[config.mk]
export PLATFORM = sky130hd
export DESIGN_NAME = wb_stage
export DESIGN_NICKNAME = d
export VERILOG_FILES = /design/src/rtl/wb_stage.sv
export SDC_FILE = /design/constraint.sdc
export NUM_CORES = 1
export LEC_CHECK = 0
export CORE_MARGIN = 1.5
export CORE_UTILIZATION = 39
export DETAILED_ROUTE_END_ITERATION = 8
export PLACE_DENSITY_LB_ADDON = 0.05
export SLEW_MARGIN = 20
export SYNTH_ARGS = -nofsm -noshare
export SYNTH_HDL_FRONTEND = slang
export SYNTH_SLANG_ARGS = --single-unit
[constraint.sdc]
create_clock -name clk -period 1.89 [get_ports clk]
set_input_delay 0.2835 -clock clk [delete_from_list [all_inputs] [get_ports clk]]
set_output_delay 0.2835 -clock clk [all_outputs]
set_load 0.005 [all_outputs]
[src/rtl/wb_stage.sv]
// Write-back stage: commits ALU results and load data to the register file,
// stalls upstream while a load is outstanding and flags load timeouts.
// Optional feature macro: WB_RETIRE_COUNT_EN enables the retired_count counter;
// when undefined, retired_count is tied to zero.
module wb_stage #(
    parameter int unsigned DATA_W       = 16,
    parameter int unsigned ADDR_W       = 3,
    parameter int unsigned LOAD_TIMEOUT = 15
) (
    input  logic              clk,
    input  logic              rst,
    input  logic              in_valid,
    input  logic [DATA_W-1:0] in_inst,
    input  logic [DATA_W-1:0] in_alu_result,
    input  logic [ADDR_W-1:0] in_dest_addr,
    input  logic              in_reg_write,
    input  logic              in_mem_to_reg,
    input  logic [DATA_W-1:0] mem_rdata,
    input  logic              mem_rvalid,
    output logic              stall,
    output logic              wb_wr_en,
    output logic [ADDR_W-1:0] wb_address,
    output logic [DATA_W-1:0] wb_data,
    output logic              fwd_valid,
    output logic [ADDR_W-1:0] fwd_addr,
    output logic [DATA_W-1:0] fwd_data,
    output logic [DATA_W-1:0] inst_out,
    output logic              load_err,
    output logic [15:0]       retired_count
);

    localparam int unsigned CNT_W = (LOAD_TIMEOUT < 2) ? 1 : $clog2(LOAD_TIMEOUT);
    localparam logic [CNT_W-1:0] LAST_WAIT = CNT_W'(LOAD_TIMEOUT - 1);

    typedef enum logic [1:0] {
        IDLE      = 2'd0,
        WAIT_LOAD = 2'd1,
        COMMIT    = 2'd2
    } state_t;

    state_t             state;
    logic [CNT_W-1:0]   wait_cnt;
    logic [ADDR_W-1:0]  pend_addr;
    logic [DATA_W-1:0]  pend_inst;

    logic can_accept;
    logic take_alu;
    logic take_load;
    logic load_done;

    // Entry classification; a non-writing entry retires even if flagged as a load
    assign can_accept = (state == IDLE) || (state == COMMIT);
    assign take_alu   = can_accept && in_valid && in_reg_write && !in_mem_to_reg;
    assign take_load  = can_accept && in_valid && in_reg_write && in_mem_to_reg;
    assign load_done  = (state == WAIT_LOAD) && mem_rvalid;

    // Stall rises in the cycle a load is accepted and holds while waiting for data
    assign stall = !rst && ((state == WAIT_LOAD) || take_load);

    // Forwarding path mirrors the registered commit
    assign fwd_valid = wb_wr_en;
    assign fwd_addr  = wb_address;
    assign fwd_data  = wb_data;

    // Stage FSM with registered commit outputs
    always_ff @(posedge clk or posedge rst) begin
        if (rst) begin
            state      <= IDLE;
            wait_cnt   <= '0;
            pend_addr  <= '0;
            pend_inst  <= '0;
            wb_wr_en   <= 1'b0;
            wb_address <= '0;
            wb_data    <= '0;
            inst_out   <= '0;
            load_err   <= 1'b0;
        end else begin
            wb_wr_en <= 1'b0;
            case (state)
                IDLE, COMMIT: begin
                    if (take_alu) begin
                        state      <= COMMIT;
                        wb_wr_en   <= 1'b1;
                        wb_address <= in_dest_addr;
                        wb_data    <= in_alu_result;
                        inst_out   <= in_inst;
                    end else if (take_load) begin
                        state     <= WAIT_LOAD;
                        pend_addr <= in_dest_addr;
                        pend_inst <= in_inst;
                        wait_cnt  <= '0;
                    end else begin
                        state <= IDLE;
                    end
                end
                WAIT_LOAD: begin
                    // Data arriving on the final waiting cycle still wins over the timeout
                    if (mem_rvalid) begin
                        state      <= COMMIT;
                        wb_wr_en   <= 1'b1;
                        wb_address <= pend_addr;
                        wb_data    <= mem_rdata;
                        inst_out   <= pend_inst;
                    end else if (wait_cnt == LAST_WAIT) begin
                        state    <= IDLE;
                        load_err <= 1'b1;
                    end else begin
                        wait_cnt <= wait_cnt + CNT_W'(1);
                    end
                end
                default: state <= IDLE;
            endcase
        end
    end

`ifdef WB_RETIRE_COUNT_EN
    logic        take_retire;
    logic        retire_now;
    logic [15:0] retire_cnt;

    assign take_retire = can_accept && in_valid && !in_reg_write;
    assign retire_now  = take_alu || load_done || take_retire;

    // Retired-instruction counter, wraps naturally at 16 bits
    always_ff @(posedge clk or posedge rst) begin
        if (rst) begin
            retire_cnt <= '0;
        end else if (retire_now) begin
            retire_cnt <= retire_cnt + 16'd1;
        end
    end

    assign retired_count = retire_cnt;
`else
    assign retired_count = 16'd0;
`endif

endmodule

### After elaboration in Yosys (flattened, before gate mapping)

Index checks and enable logic that the tools add are counted.

| storage, ports and cells | value |
|---|---|
| register bits | 62 |
| bits of input ports | 57 |
| word-level logic and storage cells | 60 |

| operators by class | value |
|---|---|
| add/sub/neg operators | 1 |
| eq/ne operators | 10 |
| muxes and demuxes | 22 |
| bitwise operators | 2 |
| reductions and logical operators | 16 |

Operator list:

| operator | count |
|---|---|
| $mux W16 | 4 |
| $pmux W16 S2 | 2 |
| $mux W4 | 4 |
| $ne A2 B2 Y1 const B | 6 |
| $reduce_and A3 Y1 | 3 |
| $pmux W4 S2 | 1 |
| $mux W2 | 3 |
| $mux W3 | 2 |
| $pmux W3 S2 | 1 |
| $logic_and A1 B1 Y1 | 5 |
| $reduce_and A5 Y1 | 1 |
| $add A4 B1 Y4 const B | 1 |
| $eq A4 B4 Y1 const B | 1 |
| $pmux W2 S2 | 1 |
| $mux W1 | 3 |
| $ne A3 B2 Y1 const B | 1 |
| $eq A2 B1 Y1 const B | 1 |
| $eq A2 B2 Y1 const B | 1 |
| $logic_not A1 Y1 | 2 |
| $logic_not A2 Y1 | 1 |
| $logic_or A1 B1 Y1 | 2 |
| $not A1 Y1 | 2 |
| $pmux W1 S2 | 1 |
| $reduce_bool A2 Y1 | 1 |
| $reduce_or A2 Y1 | 1 |

### Depth between registers and ports, before layout

Gate-level depths: netlist (run 1).

| logic depth | value |
|---|---|
| word-level depth | 8 |
| depth in mapped cells | 6 |
| mapped depth without buffers | 5 |

### Least setup slack after synthesis (run 1)

OpenSTA, ideal clock, no wires.

| timing path | value |
|---|---|
| kind | flip-flop to flip-flop |
| from | register wait_cnt[0] |
| to | register wait_cnt[1] |
| data arrival time | 1.439 ns |
| path slack | 0.331 ns |
| stages on the path, launching flop included | 6 |
| path buffers | 0 |
| clock period less this slack | 1.559 ns |
| path through | dfrtp_1 > inv_1 > ha_1 > and3_1 > or3_1 > a31o_2 |

| between the ends | value |
|---|---|
| cells in the longest elaborated chain, start to end | 4 |

RTL lines:

| what | line | source |
|---|---|---|
| start: declaration | 42 | `logic [CNT_W-1:0] wait_cnt;` |
| start signal: assignment | 108 | `wait_cnt <= wait_cnt + CNT_W'(1);` |
| $add A4 B1 Y4 | 108 |  |
| $mux W4 | 104 | `end else if (wait_cnt == LAST_WAIT) begin` |
| $mux W4 | 98 | `if (mem_rvalid) begin` |
| $pmux W4 S2 | 79 | `case (state)` |

Parallel ways exist; a longest one is shown, timed or not. The select of a mux whose other input is x is not followed.
A chain may end at the register's enable or synchronous reset.

### Final worst setup path (run 1)

| timing path | value |
|---|---|
| from | register state[0] |
| to | output stall |

| between the ends | value |
|---|---|
| cells in the longest elaborated chain, start to end | 7 |

RTL lines:

| what | line | source |
|---|---|---|
| start: declaration | 41 | `state_t state;` |
| start signal: assignment | 68 | `state <= IDLE;` |
| start signal: assignment | 82 | `state <= COMMIT;` |
| start signal: assignment | 88 | `state <= WAIT_LOAD;` |
| $eq A2 B2 Y1 or $logic_not A2 Y1 (tied branches) | 52 | `assign can_accept = (state == IDLE) \|\| (state == COMMIT);` |
| $logic_or A1 B1 Y1 | 52 |  |
| $logic_and A1 B1 Y1 (3 in series) | 54 | `assign take_load = can_accept && in_valid && in_reg_write && in_mem_to_reg;` |
| $logic_or A1 B1 Y1 * | 58 | `assign stall = !rst && ((state == WAIT_LOAD) \|\| take_load);` |
| $logic_and A1 B1 Y1 * | 58 |  |
| end: declaration | 20 | `output logic stall,` |

Every way passes the cells marked *; elsewhere a longest branch is shown, timed or not.

==> results of run 1 <==
-- final cells by class --
cell class	instances	area (µm²)	area share
flip-flops and latches	62	1550	0.340
multi-input cells	129	1370	0.299
repair buffers	128	1310	0.286
clock buffers	10	138	0.0301
well taps	105	131	0.0288
clock inverters	6	61.3	0.0134
inverters	3	11.3	0.00247
-- worst reg2reg max path: stages, from the launching register on --
cell,delay (ps)
dfrtp_1,430
inv_1,70
ha_1,230
and3_1,220
or3_1,380
a31o_2,270
-- logic make-up after synthesis --
kind of cell | count (synthesis)
buffers and inverters | 50
and+or+nand+nor | 13
DFF | 62
muxes | 91
AOI/OAI and AO/OA | 7
adders and majority gates | 2
other | 1
-- stage by stage --
stage | setup slack (ps) | cells | instance area (µm²) | total power, µW | hold slack [ps]
floorplan | 65.1 | 241 | 3320 | 2840 | 417
global placement | -43.7 | 427 | 4370 | 3650 | 472
detailed placement | -52.2 | 427 | 4370 | 3660 | 461
CTS | 142 | 443 | 4570 | 4870 | 343
global route | 93.3 | 443 | 4570 | 5110 | 389
finish | 183 | 443 | 4570 | 4800 | 327
-- routing by layer --
metal / part of all wire / wire length, µm / GRT usage
met5: 0 / 0 / 0
met4: 0.022 / 143 / 0.0821
met3: 0.066 / 435 / 0.0435
met2: 0.45 / 2930 / 0.235
met1: 0.47 / 3070 / 0.206
-- worst max path at each step --
stage                        to  slack [ps]  cells after the start
finish                    stall         180                      3
CTS                       stall         140                      3
detailed placement        stall         -50                      4
floorplan           fwd_addr[0]          70                      1
global route        wait_cnt[1]          90                      5
global placement          stall         -40                      4
-- state kept, by name (all words and copies together) (netlist names) --
register	cells
fwd_data	16
inst_out	16
pend_inst	16
wait_cnt	4
fwd_addr	3
pend_addr	3
state	2
fwd_valid	1
load_err	1
-- power groups by stage --
stage / Sequential (µW) / Clock (µW) / Combinational [µW]
final: 1940 / 1170 / 1690
after global placement: 1950 / 0 / 1690
after floorplan: 1930 / 0 / 909
after global routing: 2000 / 1280 / 1830
after detailed placement: 1960 / 0 / 1700
after CTS: 1950 / 1210 / 1710
-- layout by cell type (no fill, tap or decap), types with 5 or more instances in the layout --
cell / count
dfrtp_1: 62
buf_12: 5
buf_4: 9
clkdlybuf4s50_1: 113
mux2_2: 60
mux2_4: 29
conb_1: 16
clkbuf_8: 10
==> flow_summary.yaml, run 1 <==
timing:
  maxSlewViolCount: 0
  period_minus_slack_ps: 1710
  fin_skew_ps: 9.92
  worstMarginPinSlew_ps: 520
  rsz0062_at_grt: "no"
  max-slew-margin-rel: 0.653
  finalHoldViolations: 0
  setup_viol_count_final: 0
  fin_tns_setup_ps: 0
  fin_crit_sh: 0.903
  fmax_mhz: 586
cts:
  clock-sinks: 62
  path_clk_slew_ps: 70
  cts_max_path_buffers: 2
  cts_setup_buffers: 0
  cts_tree: "yes"
  cts_hold_buf: 0
  ctsResizeCount: 1
  htreeDepth: 3
  clk_latency_ps: 340
  cts_buffers: 9
  root_buffer: "clkbuf_8"
global_routing:
  antenna_found_initial: 0
  grt_overflow: 0
  grt_use_total: 0.157
  grt_pass1_wl_um: 10300
  first_global_vias: 2075
  grt_max_degree: 25
drt:
  dr.first_iter.drc_count: 37
  via_per_inst: 4.65
  ant_nets: 0
  wl_per_cell_um: 14.8
  finalWirelength_um: 6580
  drc: 0
  vias: 2058
  drt_pass1_iterations: 4
worst_setup_path:
  reg2reg_to: "wait_cnt[1]"
  cp-start-kind: "flip-flop"
  worstRegToRegCells: 5
  required_ps: 1610
  reg2reg_slack_ps: 180
  critPathBufInv: 1
  path_max_fanout: 5
  cp_cell_sequence: "nand4b_1 -> a21oi_1 -> dlygate4sd2_1"
  r2r-start: "wait_cnt[0]"
  critical_path_arrival_ps: 1420
  endpoint_kind: "output port"
  slowest_stage: "dfrtp_1"
  critical-path-top-delay-family: "flip-flops"
  cp_slowest_stage_delay_ps: 420
  startpoint: "state[0]"
  criticalPathCategory: "reg2out"
finish:
  fin_nets: 392
  fillCellCount: 717
  area_growth_pct: 40.1
  utilization: 0.558
  drive_above_1_share: 0.370
  antennaDiodeCount: 0
yosys:
  synth_top_area_share: 0.476
  async_flop_share: 1.00
  synthXorXnorAreaFrac: 0
  yosys_warnings: 0
  synth_top_family_by_area: "multiplexers"
  syn_avg_cell_area_um2: 14.4
  ys.flop_type: "dfrtp_1"
  synth_adder_area_share: 0.00768
  seq_area_frac_synth: 0.476
  synth_most_common_cell: "dfrtp_1"
  synth.area.mux_share: 0.347
  synthTopCellsByCount: "dfrtp_1 (62), mux2_2 (60), buf_4 (36), mux2_4 (29), buf_2 (5)"
  synth_largest_area_cell: "dfrtp_1"
  synthSimpleGateAreaFrac: 0.0265
  syn_inst: 226
  synth_area_um2: 3260
  ys_ff_latch: 62
  synth_edf_count: 0
  synth-compound-area-share: 0.0188
  synthTopCellsByArea: "dfrtp_1 (48%), mux2_2 (21%), mux2_4 (13%), buf_4 (8.3%), buf_12 (1.8%)"
  ys_types: 26
pwr:
  p_sw_uw: 1220
  leakage_uw: 0.00198
  power_density_nw_per_um2: 1050
  p_int_uw: 3580
  peakVddDrop_uv: 417
  pwr-share-comb: 0.352
  clkPwrFrac: 0.244
  sw_frac_of_total: 0.254
  seq_power_share: 0.404
placed_design:
  io_buffers: 114
  finalWeightedCongestion: 0.738
  dpl.hpwl_um: 4560
die:
  start_util: 0.399
  die_y_um: 94.4
  design.core.area_um2: 8180
  pin_count: 131
  die_w_um: 94.4
  die_area_um2: 8920
  fp-row-count: 33
outcome:
  run_status: "finished clean"
job:
  drv_cap: 0
min_path:
  hp-class: "in2async"
(Power assumes the default switching activity.)
==> inputs of run 2 (changes only) <==
--- a/config.mk
+++ b/config.mk
@@ -7,6 +7,7 @@
 export LEC_CHECK = 0
 export CORE_MARGIN = 1.5
 export CORE_UTILIZATION = 39
+export CTS_CLUSTER_SIZE = 28
 export DETAILED_ROUTE_END_ITERATION = 8
 export PLACE_DENSITY_LB_ADDON = 0.05
 export SLEW_MARGIN = 20
==> results of run 2 <==
The final DEF is identical to that of run 1; final timing and power are the same.
